## config.mk

```make
export PLATFORM = sky130hd
export DESIGN_NAME = cpu_scoreboard
export DESIGN_NICKNAME = d
export VERILOG_FILES = /design/src/rtl/cpu_scoreboard.sv
export SDC_FILE = /design/constraint.sdc
export NUM_CORES = 1
export LEC_CHECK = 0
export ABC_AREA = 1
export BUFFER_PORTS_ARGS = -buffer_cell sky130_fd_sc_hd__clkbuf_2
export CAP_MARGIN = 20
export CORE_MARGIN = 4
export CORE_UTILIZATION = 43
export CTS_CLUSTER_SIZE = 30
export DETAILED_ROUTE_END_ITERATION = 16
export PLACE_DENSITY = 0.65
export SLEW_MARGIN = 20
export SYNTH_ARGS = -nofsm -noshare
export SYNTH_HDL_FRONTEND = slang
export SYNTH_SLANG_ARGS = --single-unit
```

## constraint.sdc

```tcl
create_clock -name clk_i -period 2.8 [get_ports clk_i]
set_input_delay 0.14 -clock clk_i [delete_from_list [all_inputs] [get_ports clk_i]]
set_output_delay 0.14 -clock clk_i [all_outputs]
set_load 0.005 [all_outputs]
```

## src/rtl/cpu_scoreboard.sv

```systemverilog
// Register scoreboard: per-register count of in-flight writes, used to stall
// decode on RAW hazards and on write-after-write saturation.
module cpu_scoreboard #(
  parameter int NREGS   = 16,
  parameter int IDX_W   = 4,
  parameter int NREAD   = 2,
  parameter int MAXPEND = 3
) (
  input  logic                   clk_i,
  input  logic                   rst_i,
  input  logic                   issue_valid_i,
  input  logic                   issue_we_i,
  input  logic [IDX_W-1:0]       issue_widx_i,
  input  logic [NREAD-1:0]       read_en_i,
  input  logic [NREAD*IDX_W-1:0] read_idx_i,
  input  logic                   wb_valid_i,
  input  logic [IDX_W-1:0]       wb_idx_i,
  input  logic                   flush_i,
  output logic                   stall_o,
  output logic [NREGS-1:0]       pending_o,
  output logic                   busy_o,
  output logic                   err_o
);

  localparam int              CNT_W   = $clog2(MAXPEND + 1);
  localparam logic [IDX_W:0]  NREGS_L = (IDX_W + 1)'(NREGS);
  localparam logic [CNT_W-1:0] SAT    = CNT_W'(MAXPEND);

  logic [CNT_W-1:0] cnt_q [NREGS];
  logic [CNT_W-1:0] cnt_d [NREGS];
  logic             err_q, err_d;

  logic             raw, rd_bad, wsat, stall, accept;
  logic             widx_ok, wb_ok, wb_zero;
  logic [IDX_W-1:0] ridx;

  function automatic logic idx_ok(input logic [IDX_W-1:0] idx);
    return {1'b0, idx} < NREGS_L;
  endfunction

  // Hazard detection looks only at registered counts: no writeback bypass.
  always_comb begin
    raw    = 1'b0;
    rd_bad = 1'b0;
    ridx   = '0;
    for (int unsigned p = 0; p < NREAD; p++) begin
      ridx = read_idx_i[p*IDX_W +: IDX_W];
      if (read_en_i[p]) begin
        if (!idx_ok(ridx))
          rd_bad = 1'b1;
        else if (cnt_q[ridx] != '0)
          raw = 1'b1;
      end
    end
    widx_ok = idx_ok(issue_widx_i);
    wb_ok   = idx_ok(wb_idx_i);
    wsat    = issue_we_i & widx_ok & (cnt_q[issue_widx_i] == SAT);
    stall   = issue_valid_i & (raw | wsat);
    accept  = issue_valid_i & ~stall & ~flush_i;
    wb_zero = wb_valid_i & wb_ok & (cnt_q[wb_idx_i] == '0);
  end

  always_comb begin
    err_d = err_q | wb_zero | (wb_valid_i & ~wb_ok)
          | (issue_valid_i & (rd_bad | (issue_we_i & ~widx_ok)));
    for (int unsigned r = 0; r < NREGS; r++) begin
      logic inc, dec;
      inc = accept & issue_we_i & widx_ok & (issue_widx_i == IDX_W'(r));
      dec = wb_valid_i & wb_ok & (wb_idx_i == IDX_W'(r)) & (cnt_q[r] != '0);
      cnt_d[r] = cnt_q[r];
      if (flush_i)
        cnt_d[r] = '0;
      else if (inc && !dec)
        cnt_d[r] = cnt_q[r] + 1'b1;
      else if (dec && !inc)
        cnt_d[r] = cnt_q[r] - 1'b1;
    end
  end

  always_ff @(posedge clk_i) begin
    if (rst_i) begin
      cnt_q <= '{default: '0};
      err_q <= 1'b0;
    end else begin
      cnt_q <= cnt_d;
      err_q <= err_d;
    end
  end

  always_comb begin
    for (int unsigned r = 0; r < NREGS; r++)
      pending_o[r] = (cnt_q[r] != '0);
  end

  assign busy_o  = |pending_o;
  assign stall_o = stall;
  assign err_o   = err_q;

endmodule
```

# After elaboration in Yosys (flattened, before gate mapping)
# Cells that the tools add are included.
# classes
n_addsub,32
n_lt_le_gt_ge,4
eq_ne,31
n_mux,48
n_bitwise,62
reduce_logical,103
# ops
operator,n
$mux W2,40
$reduce_bool A2 Y1,34
$eq A4 B4 Y1 const B,16
$and A1 B1 Y1,54
$add A2 B1 Y2 const B,16
$bmux W2 S4,4
$eq A4 B3 Y1 const B,8
$logic_and A1 B1 Y1,32
$logic_not A1 Y1,32
$sub A2 B1 Y2 const B,16
$ge A5 B5 Y1 const B,4
$not A4 Y5,4
$eq A4 B2 Y1 const B,4
$reduce_or A16 Y1,1
$eq A4 B1 Y1 const B,2
$logic_not A4 Y1,2
$mux W1,4
$eq A2 B2 Y1 const B,1
$logic_not A2 Y1,1
$not A1 Y1,2
$or A1 B1 Y1,2
$reduce_or A2 Y1,1
# totals
regBits,33
in_bits,24
out_inout_bits,19
word_cells,297

# Longest topological paths before layout
# depth
ltp_word,20
depth_mapped,19
depth_no_buf,17

# Worst setup path after synthesis
# Ideal clock, no wire load.
# synth_path
path_kind,register -> register
from,register cnt_q[2] (netlist name)
to,register cnt_q[1] (netlist name)
setup_ps,58
arrival_time_ps,2048
t_required_ps,2742
slack_ps,695
stages_incl_launch_ff,16
path_buffers,1
synth_period_minus_slack_ps,2105
path_cell_list,dfxtp_1 -> inv_1 -> nand2_1 -> nor2_1 -> o21ai_0 -> nand3_1 -> nand3_1 -> nand3_1 -> nand4_4 -> buf_8 -> nor2_2 -> ha_1 -> a21oi_1 -> o21ai_0 -> a21oi_1 -> o21a_1
# synth_between
elab_chain_cells,18
word_cells_on_any_way,29
cone_classes,eq/ne (1); mux (14); bitwise (8); reduce/logical (6)
# synth_rtl
element,line_no,source
from (decl),29,logic [CNT_W-1:0] cnt_q [NREGS];
from (signal assigned),85,cnt_q <= cnt_d;
$bmux W2 S4,51,else if (cnt_q[ridx] != '0)
$mux W2 (implied by the code) (2 in a row),51,
$reduce_bool A2 Y1,51,
$mux W1,51,
$mux W1,48,if (read_en_i[p]) begin
$mux W1,51,
$mux W1,48,
$or A1 B1 Y1 *,58,stall = issue_valid_i & (raw | wsat);
$and A1 B1 Y1 *,58,
$not A1 Y1 *,59,accept = issue_valid_i & ~stall & ~flush_i;
$and A1 B1 Y1 * (2 in a row),59,
$and A1 B1 Y1 * (2 in a row),68,inc = accept & issue_we_i & widx_ok & (issue_widx_i == IDX_W'(r));
$logic_not A1 Y1,75,else if (dec && !inc)
$logic_and A1 B1 Y1,75,
$reduce_bool A2 Y1 (no source line),n/a,
# Mark *: on every way between the ends. The rest lies on a longest branch, timed or not. The select of a mux whose other input is x is not followed.
# A chain may end at the register's enable or synchronous reset.

# Final worst setup path
# layout_path
from,register cnt_q[24] (netlist name)
to,register cnt_q[27] (netlist name)
# The elaborated chain is that of the path after synthesis.

==> results.md <==
* Synth top area share at a little under a quarter
* Clock sink count at 33
* Ratio of total power to cell area at between 200 and 300 mW/mm^2
* Chip Height at roughly 91 um
* Clock Tree Root: clkbuf_8
* Critical Path Source: cnt_q[24]
* Pin count of the biggest net entering global routing at 33
* Vias at approximately 3200
* Endpoint class of the critical path: register
* Seq cells post-synth at 33
* Crit path time final at around 2.5 ns
* Final setup violation count at 0
* Placer Congestion at a little over 0.9
* Initial antenna violation count at 0
* Worst-path cell chain: nor2_1 -> nand2_1 -> o21ai_0 -> nand2_1 -> nand3_1 -> nand3_1 -> nand3_1 -> nand4_4 -> buf_4 -> nor2_1 -> ha_1 -> a21oi_1 -> o21ai_0 -> a21oi_1 -> o21a_1
* Syn Inst Count at a little under 500
* Avg WL per Cell at between 10 and 15 um
* GR Util All Layers at around 22%
* Fin util at 51.4%
* H-tree depth at 2
* Post-route DRC at 0
* Share of layout cells above drive strength 1 at between 10% and 20%
* CP max stage cell: dfxtp_1
* Die Span X at 90.6 um
* Grt total ovfl at 0
* Mapped Area at approximately 0.003 sq mm
* Ports at 43
* Lkg Pwr at 1.63 nW
* Yosys top cell by area: dfxtp_1
* Critical Path Max Stage Delay at between 0.3 and 0.4 ns
* Post-synthesis mux area share at 0%
* Clock share of power at between 30% and 40%
* WS Path Type: register to register
* Syn Area/Cell at ~6 sq um
* Reg-to-reg startpoint: cnt_q[24]
* Hold Path End: err_o
* CP Max Fanout at 7
* Most frequent cells in the layout: nand2_1 (157), inv_1 (63), nor2_1 (52), clkbuf_2 (42), a21oi_1 (39)
* Crit path buffers/inverters at 1
* TritonCTS clock tree: yes
* Skew-Pair Late Insertion Delay at around 0.28 ns
* Gate power share at between 15 and 20%
* Max Clk Rate at ~0.39 GHz
* Worst hold-check path type: input pin to register
* Most common cell after layout, fill and taps aside: nand2_1
* Sequential fraction of the synthesis area at between 20% and 30%
* Slew Limit Headroom at between 50% and 60%
* Post-CTS Hold Buffers at 0
* Drt initial violations at roughly 230
* CP Launch Type: register
* Synth Warn # at 0
* Area growth from synthesis to final layout at 13.7%
* Most common cell on crit path: nand3_1
* Number of max-cap violations at 0
* Combinational family with the most area after synthesis: simple AND/OR/NAND/NOR gates
* Synth Area in XOR/XNOR at 3.88%
* Hold Crit Start: rst_i
* Seq pwr share at a little under half
* Family with the most delay on the worst path: simple AND/OR/NAND/NOR gates
* Initial core utilization at ~45%
* Status: completed
* Clk buf depth at 2
* Worst-path clk slew at roughly 0.07 ns
* Setup ws final at about 0.27 ns
* Final WL at between 8 and 9 mm
* Peak supply drop at roughly 0.00022 V
* Switching share of power at 29.5%
* Count of pins over their slew limit at 0
* Vias in the first global route at 3081
* Final Hold Fails at 0
* Vias per cell at between 5 and 6
* RSZ-0062 raised after global routing: false
* Nets at between 500 and 600
* Synth top area cells: dfxtp_1 (23%), nand2_1 (20%), inv_1 (8.1%), ha_1 (6.8%), nor2_1 (6.8%)
* Post-place setup slack at about 0.18 ns
* Int Power at approximately 690 uW
* Ant. Diodes at 0
* CP Data Arrival Time at approximately 2.8 ns
* Core ar. at ~0.0065 sq mm
* Worst slew pin tran at between 0.6 and 0.7 ns
* Part of the cycle the worst path needs at 90.5%
* Post-Synth Simple-Gate Area at about 37%
* Setup TNS at 0 ns
* Die ar. at ~0.008 sq mm
* Antenna Violating Nets Remaining at 0
* HPWL Detailed at ~7.1 mm
* 1st-pass router iterations at 5
* Fillers at 700
* Register Area at between 600 and 700 sq um
* Max Clock Skew at 0.00518 ns
* Multi-input logic area at roughly 0.0019 sq mm
* Compound-gate portion of the synthesized area at around 18%
* Placement row count at 29
* Synthesized-area fraction occupied by adder cells at 6.82%
* Min-Delay Path Depth at 2
* Quantity of I/O buffers inserted on ports at 42
* Worst R2R Setup Slack at ~0.27 ns
* FF-to-FF path depth at 15
* Yosys cell types at 28
* Critical R2R Capture: cnt_q[27]
* Switching pwr at 291 uW
* Stages on the worst setup path at 15
* Num CTS Buffers at 5
* Syn Nets at roughly 540
* First-pass GRT wire length at 14.6 mm
* Data required, critical path at 3.03 ns
## cell type report
type	count	area share, %
clock buffers	6	2.17
clock inverters	2	0.300
inverters	68	7.65
multi-input cells	385	57.9
flip-flops and latches	33	19.8
well taps	77	2.89
repair buffers	52	9.30
## sequential cells by signal, indices dropped and copies added (netlist names)
register and count:
err_o 1, cnt_q 32
## layer usage
layer  global-route usage [%]  vias to the layer above  wire, um  share of wire [%]
li1                         -                     1676         -                  -
met5                        0                        -         0                  0
met3                     4.08                       22       590                6.7
met2                     34.3                       98      3850                 43
met1                     29.6                     1416      4210                 47
met4                     8.55                        0       217                2.4
## through the flow
stage / power [mW] / hold slack [ns] / area [sq um] / instances
finish: 0.985 / 0.0214 / 3340 / 623
global route: 1.03 / 0.0266 / 3340 / 623
CTS: 0.988 / 0.0161 / 3300 / 620
detailed placement: 0.632 / 0.320 / 3220 / 612
global placement: 0.631 / 0.312 / 3220 / 612
floorplan: 0.583 / 0.209 / 2930 / 497
## worst reg2reg max path, stage by stage (launching register included)
cell and delay (ns):
dfxtp_1 0.34, nor2_1 0.29, nand2_1 0.10, o21ai_0 0.10
nand2_1 0.07, nand3_1 0.07, nand3_1 0.06, nand3_1 0.16
nand4_4 0.21, buf_4 0.21, nor2_1 0.11, ha_1 0.26
a21oi_1 0.13, o21ai_0 0.12, a21oi_1 0.14, o21a_1 0.13
## power groups by stage
stage / clock [mW] / sequential [mW] / combinational [mW]
2_1_floorplan: 0 / 0.483 / 0.0996
3_3_place_gp: 0 / 0.483 / 0.148
3_5_place_dp: 0 / 0.483 / 0.149
4_1_cts: 0.366 / 0.472 / 0.150
5_1_grt: 0.389 / 0.472 / 0.171
6_report: 0.358 / 0.472 / 0.155
## cell families after synthesis
family,after synthesis
xor gates and xnor gates,13
AOI/OAI and AO/OA,93
DFF,33
buffers and inverters,79
and+or+nand+nor,263
adders and majority gates,16
## worst max path at each step
stage                end  slack [ns]
5_1_grt         cnt_q[3]        0.06
6_report       cnt_q[27]        0.27
3_5_place_dp   cnt_q[23]        0.18
3_3_place_gp   cnt_q[23]        0.19
4_1_cts        cnt_q[23]        0.21
2_1_floorplan   cnt_q[1]        0.69
## cell usage after synthesis (all sizes together)
cell / number
clkbuf: 4
buf: 7
o21a: 16
inv: 67
nor2: 64
o21ai: 33
a31oi: 1
clkinv: 1
nand3: 32
a41oi: 1
nand2: 158
nor3: 2
xor2: 13
nand4: 2
or2: 1
ha: 16
nor4: 4
dfxtp: 33
o21bai: 3
a21oi: 39
## what timing repair did
action,CTS,global route
gates resized for setup,0,1
buffers inserted,0,3
endpoints found under the setup margin,0,7
Power figures use the tool's default switching activity.
